==> config.mk <==
export PLATFORM = sky130hd
export DESIGN_NAME = mux4_rr_sched
export DESIGN_NICKNAME = d
export VERILOG_FILES = /design/src/rtl/mux4_rr_sched.sv
export SDC_FILE = /design/constraint.sdc
export NUM_CORES = 1
export LEC_CHECK = 0
export CAP_MARGIN = 20
export CORE_UTILIZATION = 57
export CTS_BUF_LIST = sky130_fd_sc_hd__clkbuf_8
export DETAILED_ROUTE_END_ITERATION = 10
export PLACE_DENSITY = 0.95
export SLEW_MARGIN = 20
export SYNTH_ARGS = -nofsm -noshare
export SYNTH_HDL_FRONTEND = slang
export SYNTH_SLANG_ARGS = --single-unit
export TNS_END_PERCENT = 30
==> constraint.sdc <==
create_clock -name clk -period 3 [get_ports clk]
set_clock_uncertainty 0.05 [all_clocks]
set_input_delay 0.45 -clock clk [delete_from_list [all_inputs] [get_ports clk]]
set_output_delay 0.45 -clock clk [all_outputs]
set_load 0.02 [all_outputs]
==> src/rtl/mux4_rr_sched.sv <==
// rtl/mux4_rr_sched.sv - round-robin scheduler driving a 4-way 2-bit mux with burst-limited grants
//
// Parameters:
//   HOLD_MAX  maximum transfers per grant (1..255)
// Ports:
//   clk       clock, rising edge
//   rst_n     asynchronous active-low reset
//   req[3:0]  request per requester
//   p0..p3    2-bit data word of each requester
//   grant     one-hot current owner, 0 when idle
//   sel       binary index of current or last owner (mux select)
//   sout      registered selected word
//   sout_vld  sout carries a transferred word this cycle
//   busy      a grant is active (OR of grant)
module mux4_rr_sched #(
    parameter int HOLD_MAX = 4
) (
    input  logic       clk,
    input  logic       rst_n,
    input  logic [3:0] req,
    input  logic [1:0] p0,
    input  logic [1:0] p1,
    input  logic [1:0] p2,
    input  logic [1:0] p3,
    output logic [3:0] grant,
    output logic [1:0] sel,
    output logic [1:0] sout,
    output logic       sout_vld,
    output logic       busy
);

    typedef enum logic {IDLE, BUSY} state_t;

    localparam logic [7:0] LAST = 8'(HOLD_MAX - 1);

    state_t     state, state_nxt;
    logic [3:0] grant_nxt;
    logic [1:0] sel_nxt;
    logic [1:0] sout_nxt;
    logic       vld_nxt;
    logic [1:0] ptr, ptr_nxt;
    logic [7:0] cnt, cnt_nxt;

    logic [1:0] pick_base;
    logic [1:0] pick_idx;
    logic       pick_ok;
    logic [1:0] owner_data;

    // From IDLE the scan starts at ptr; on release inside BUSY it starts
    // just past the current owner, which is what ptr is about to become.
    assign pick_base = (state == IDLE) ? ptr : sel + 2'd1;

    // Scan offsets from highest to lowest so the nearest requester to
    // pick_base is the last one written and therefore wins.
    always_comb begin
        pick_ok  = 1'b0;
        pick_idx = pick_base;
        for (int k = 3; k >= 0; k--) begin
            if (req[pick_base + 2'(k)]) begin
                pick_ok  = 1'b1;
                pick_idx = pick_base + 2'(k);
            end
        end
    end

    always_comb begin
        case (sel)
            2'd0:    owner_data = p0;
            2'd1:    owner_data = p1;
            2'd2:    owner_data = p2;
            default: owner_data = p3;
        endcase
    end

    always_comb begin
        state_nxt = state;
        grant_nxt = grant;
        sel_nxt   = sel;
        sout_nxt  = sout;
        vld_nxt   = 1'b0;
        ptr_nxt   = ptr;
        cnt_nxt   = cnt;
        case (state)
            IDLE: begin
                if (pick_ok) begin
                    grant_nxt = 4'b0001 << pick_idx;
                    sel_nxt   = pick_idx;
                    cnt_nxt   = 8'd0;
                    state_nxt = BUSY;
                end
            end
            default: begin
                if (req[sel]) begin
                    sout_nxt = owner_data;
                    vld_nxt  = 1'b1;
                    cnt_nxt  = cnt + 8'd1;
                end
                // Release happens on the last word of a burst or when the
                // owner drops its request; re-arbitrate in the same edge.
                if (!req[sel] || cnt == LAST) begin
                    ptr_nxt = sel + 2'd1;
                    if (pick_ok) begin
                        grant_nxt = 4'b0001 << pick_idx;
                        sel_nxt   = pick_idx;
                        cnt_nxt   = 8'd0;
                    end else begin
                        grant_nxt = 4'b0000;
                        state_nxt = IDLE;
                    end
                end
            end
        endcase
    end

    always_ff @(posedge clk or negedge rst_n) begin
        if (!rst_n) begin
            state    <= IDLE;
            grant    <= 4'b0000;
            sel      <= 2'd0;
            sout     <= 2'd0;
            sout_vld <= 1'b0;
            ptr      <= 2'd0;
            cnt      <= 8'd0;
        end else begin
            state    <= state_nxt;
            grant    <= grant_nxt;
            sel      <= sel_nxt;
            sout     <= sout_nxt;
            sout_vld <= vld_nxt;
            ptr      <= ptr_nxt;
            cnt      <= cnt_nxt;
        end
    end

    assign busy = |grant;

endmodule

Word-level counts from Yosys, hierarchy flattened
Index checks and enable logic that the tools add are counted.

Register bits: 20. Bits in latches: 0. RAM bits: 0. Memory bits (read-only): 0. Bits of input ports: 14. Output and inout port bits: 10. Logic and storage cells: 67. Memories kept: 0.

Add/sub/neg operators: 5. Multipliers: 0. Div/mod/pow operators: 0. $lt $le $gt $ge: 5. Eq/ne operators: 4. Shift-type cells: 1. Multiplexer cells: 37. Bitwise logic cells: 0. Reductions and logical operators: 8.

Operator list (count): 8-bit 2-to-1 mux (5); 2-bit 2-to-1 mux (8); 4-bit 2-to-1 mux (4); 2-bit by 3-bit < comparator with 1-bit output (second input constant) (5); 1-bit 2-to-1 mux (14); 1-bit binary-select mux with 2-bit select (5); 8-bit by 1-bit adder with 8-bit output (second input constant) (1); 8-bit by 2-bit equality test with 1-bit output (second input constant) (1); 2-bit case mux with 3 select lines (1); 2-bit AND reduction (3); 2-bit by 1-bit adder with 2-bit output (second input constant) (2); 2-bit adder (second input constant) (2); 4-bit OR reduction (1); 1-bit by 2-bit left shift with 4-bit output (first input constant) (1); 2-bit by 1-bit equality test with 1-bit output (second input constant) (1); 2-bit equality test (second input constant) (1); 2-bit logical NOT (1); 2-bit by 1-bit inequality test with 1-bit output (second input constant) (1); 2-bit nonzero test (1); 1-bit logical NOT (1); 1-bit logical OR (1).

Longest topological paths before layout
Depth after elaboration: 13. Mapped depth: 7. Depth with buffers taken out: 7.

Least setup slack after synthesis
Ideal clock, no wire load.

Path type: reg-to-reg. Start point: reg sel[0]. End point: reg grant[0]. Setup time: 0.122 ns. Arrival: 1.974 ns. Data required time: 2.828 ns. Path slack: 0.855 ns. Stages on the path, launching flop included: 7. Buffers on the path: 0. Clock period less this slack: 2.145 ns. Path through: dfrtp_1 -> inv_1 -> ha_1 -> mux2i_1 -> nor3b_1 -> o32a_1 -> a32o_1.

Longest elaborated chain between the ends: 13. Elaborated cells on any way between the ends: 33. Those cells by class: add/sub (4); eq/ne (1); shift (1); mux (23); reduce/logical (4).

RTL lines: start, declared (RTL line 26) `output logic [1:0] sel,`; start signal, assigned (RTL line 127) `sel <= sel_nxt;`; 2-bit by 1-bit adder with 2-bit output (RTL line 51) `assign pick_base = (state == IDLE) ? ptr : sel + 2'd1;`; 2-bit 2-to-1 mux (RTL line 51); 2-bit adder (RTL line 59, 61); 1-bit binary-select mux with 2-bit select (RTL line 59) `if (req[pick_base + 2'(k)]) begin`; 1-bit 2-to-1 mux (implied by the code) (RTL line 59); 2-bit 2-to-1 mux (4 in series) (RTL line 59); 1-bit by 2-bit left shift with 4-bit output (RTL line 86, 103); 4-bit 2-to-1 mux (RTL line 102) `if (pick_ok) begin`; 4-bit 2-to-1 mux (RTL line 100) `if (!req[sel] || cnt == LAST) begin`; 4-bit 2-to-1 mux (RTL line 83) `case (state)`; end signal, assigned (RTL line 126) `grant <= grant_nxt;`; end, declared (RTL line 25) `output logic [3:0] grant,`.

Several ways; a longest one is shown, not always the timed one. The select of a mux whose other input is x is not followed. A chain may end at the register's enable or synchronous reset.

Final worst setup path
Start point: reg sel[1]. End point: reg grant[0].

The elaborated chain is that of the path after synthesis.

==> out/metrics.yaml <==
run_status:
  outcome: "finished clean"
critical_path:
  critPathCaptureType: "flop"
  worstReg2RegStart: "sel[1]$_DFFE_PN0P_"
  reg2reg_setup_slack_ns: 0.60
  max_stage_delay_ns: 0.50
  cp.arrival_ns: 2.50
  crit_chain: "inv_1, ha_1, mux2i_1, o21ai_0, nor2_1, o22ai_1, a32o_1"
  critPathSlowestCell: "mux2i_1"
  critPathMaxFanout: 7
  path_class: "reg2reg"
  cp.required_ns: 3.10
  startpoint: "sel[1]$_DFFE_PN0P_"
  cp-start-kind: "flop"
synth:
  synth_top_cell_by_area: "dfrtp_1"
  syn_area_per_cell_sq_um: 10.1
  syn-num-nets: 136
  synth_edf_count: 0
  ys_seq_area_share_pct: 42.3
  yosysWarnings: 0
  yosys-top-cells-area: "dfrtp_1 (42%), mux2i_1 (5.9%), ha_1 (5.3%)"
  ys_top_cells_by_count: "dfrtp_1 (20), nand2_1 (14), a21oi_1 (8), nor2_1 (8), mux2i_1 (7)"
  synth_area_sq_um: 1180
  ys_types: 41
  ys.flop_type: "dfrtp_1"
  ys_async_sr_fraction_pct: 100
  yosysMostFrequentCell: "dfrtp_1"
  synth-seq-cells: 20
  synthCells: 117
  synth_top_area_share_pct: 42.3
layout:
  area_growth_syn_to_layout_pct: 24.9
  layout.nets: 160
  nFillCells: 149
  final_core_util_pct: 75.4
  drive_gt1_share_pct: 9.29
  antenna_cells: 0
placement:
  place_congestion: 0.768
  port_buffers: 23
  pre_cts_ws_ns: 0.367
  hpwlAfterDp_microns: 1810
drt:
  wl_per_cell_microns: 16.0
  finalWirelength_microns: 2680
  drtAntennaViolNets: 0
  viasPerCell: 6.08
  vias: 1016
  drt-initial-drc-count: 40
  first_pass_iters: 4
  drc: 0
floorplan:
  io_pins: 24
  die_h_microns: 47.6
  dieArea_sq_um: 2260
  core.rowCount: 16
  die_w_microns: 47.6
  initial_utilization_pct: 60.3
  coreArea_sq_um: 1960
clock_tree:
  numCtsBuffers: 3
  cts.repair.resized: 0
  cts.clk_slew.worst_paths_ns: 0.07
  clock-sinks: 20
  cts_tree: "built"
  hold_buffers: 0
  clockBufferDepth: 2
  cts_setup_buffers: 0
  clock_latency_ns: 0.26
  root_buffer: "clkbuf_8"
  htree_num_levels: 1
sta:
  setup_viol: 0
  hold_ws_ns: 0.463
  rsz0062_at_grt: "false"
  relSlewSlack_pct: 32.6
  drv_slew: 0
  fmax_mhz: 416
  period_minus_slack_ns: 2.40
  hold_violations: 0
  worst_pin_slew_ns: 1.01
  setup_slack_ns: 0.598
  fin_crit_sh_pct: 80.1
  tns_ns: 0
job:
  max-cap-violations: 0
hold_path:
  hold_path_class: "reg2reg"
  hp-start: "ptr[1]$_DFFE_PN0P_"
global_routing:
  grt_pass1_vias: 897
  grt.overflow.total: 0
  grt_max_degree: 21
  track_usage_pct: 25.8
  grt_pass1_wl_microns: 4000
  antenna_found_initial: 0
pwr:
  peakVddDrop_mv: 0.754
  leakagePower_nw: 0.656
  p_per_area_nw_per_um2: 923
==> sequential cells by signal, indices dropped and copies added, names as in the netlist <==
signal,count
cnt,8
grant,4
ptr,2
sel,2
sout,2
sout_vld,1
state,1
==> worst max-delay path, delay by kind of cell, from the launching register on <==
kind | cells | cell delay [ns]
AND/OR/NAND/NOR | 1 | 0.13
flip-flops | 1 | 0.49
multiplexers | 1 | 0.50
buffers and inverters | 1 | 0.14
AO/OA/AOI/OAI | 3 | 0.67
adder cells (fa/ha/maj) | 1 | 0.31
==> report_power, final <==
group          total [W]  switching, W  internal [W]
Sequential      0.000423     0.0000715      0.000351
Clock           0.000206     0.0000889      0.000117
Combinational   0.000737      0.000400      0.000337
Total            0.00137      0.000560      0.000805
==> stage by stage <==
| step | power (W) | std cells | area [sq um] |
|---|---|---|---|
| after floorplan | 0.000903 | 117 | 1180 |
| after global placement | 0.00112 | 163 | 1420 |
| after detailed placement | 0.00115 | 163 | 1420 |
| after CTS | 0.00137 | 167 | 1480 |
| after global routing | 0.00144 | 167 | 1480 |
| final | 0.00137 | 167 | 1480 |
==> final timing paths <==
check	end	cells past startpoint
min in group asynchronous	ptr[1]$_DFFE_PN0P_	1
max in group asynchronous	cnt[7]$_DFFE_PN0P_	1
setup / recovery	grant[0]$_DFFE_PN0P_	7
setup reg to reg	grant[0]$_DFFE_PN0P_	7
hold reg to reg	ptr[1]$_DFFE_PN0P_	1
hold / removal	ptr[1]$_DFFE_PN0P_	1
==> layer usage <==
metal	vias to the layer above	share of wire, %	track usage (%)
met5	-	0	0
met4	0	1.2	11.7
met3	4	5.3	3.40
met2	42	48	41.6
met1	492	46	34.8
li1	478	-	-
==> cell families after synthesis <==
family / after synthesis / share of synthesized area, %
fa+ha+maj: 5 / 5.29
buf+inv: 10 / 3.91
mux: 12 / 11.6
simple gates: 44 / 20.9
flops: 20 / 42.3
compound gates: 26 / 16.0
==> placed cells by master (no fill, tap or decap), types with 2 or more instances in the layout <==
master	n
mux2i_1	7
nor3b_1	2
a32o_1	3
dfrtp_1	20
clkbuf_8	4
mux2_2	4
a31oi_1	2
a222oi_1	2
inv_1	6
nor2b_1	3
ha_1	5
nor2_1	8
o21ai_0	2
nand2b_1	3
a21oi_1	8
clkdlybuf4s50_1	23
nand2_1	14
o2bb2ai_1	2
==> cell type report <==
| type | instances | area (sq um) | share of cell area (%) |
|---|---|---|---|
| clock buffers | 4 | 55.1 | 3.72 |
| multi-input cells | 87 | 637 | 43.1 |
| well taps | 27 | 33.8 | 2.28 |
| flip-flops and latches | 20 | 500 | 33.8 |
| inverters | 6 | 22.5 | 1.52 |
| repair buffers | 23 | 230 | 15.6 |
(Power assumes the default switching activity.)
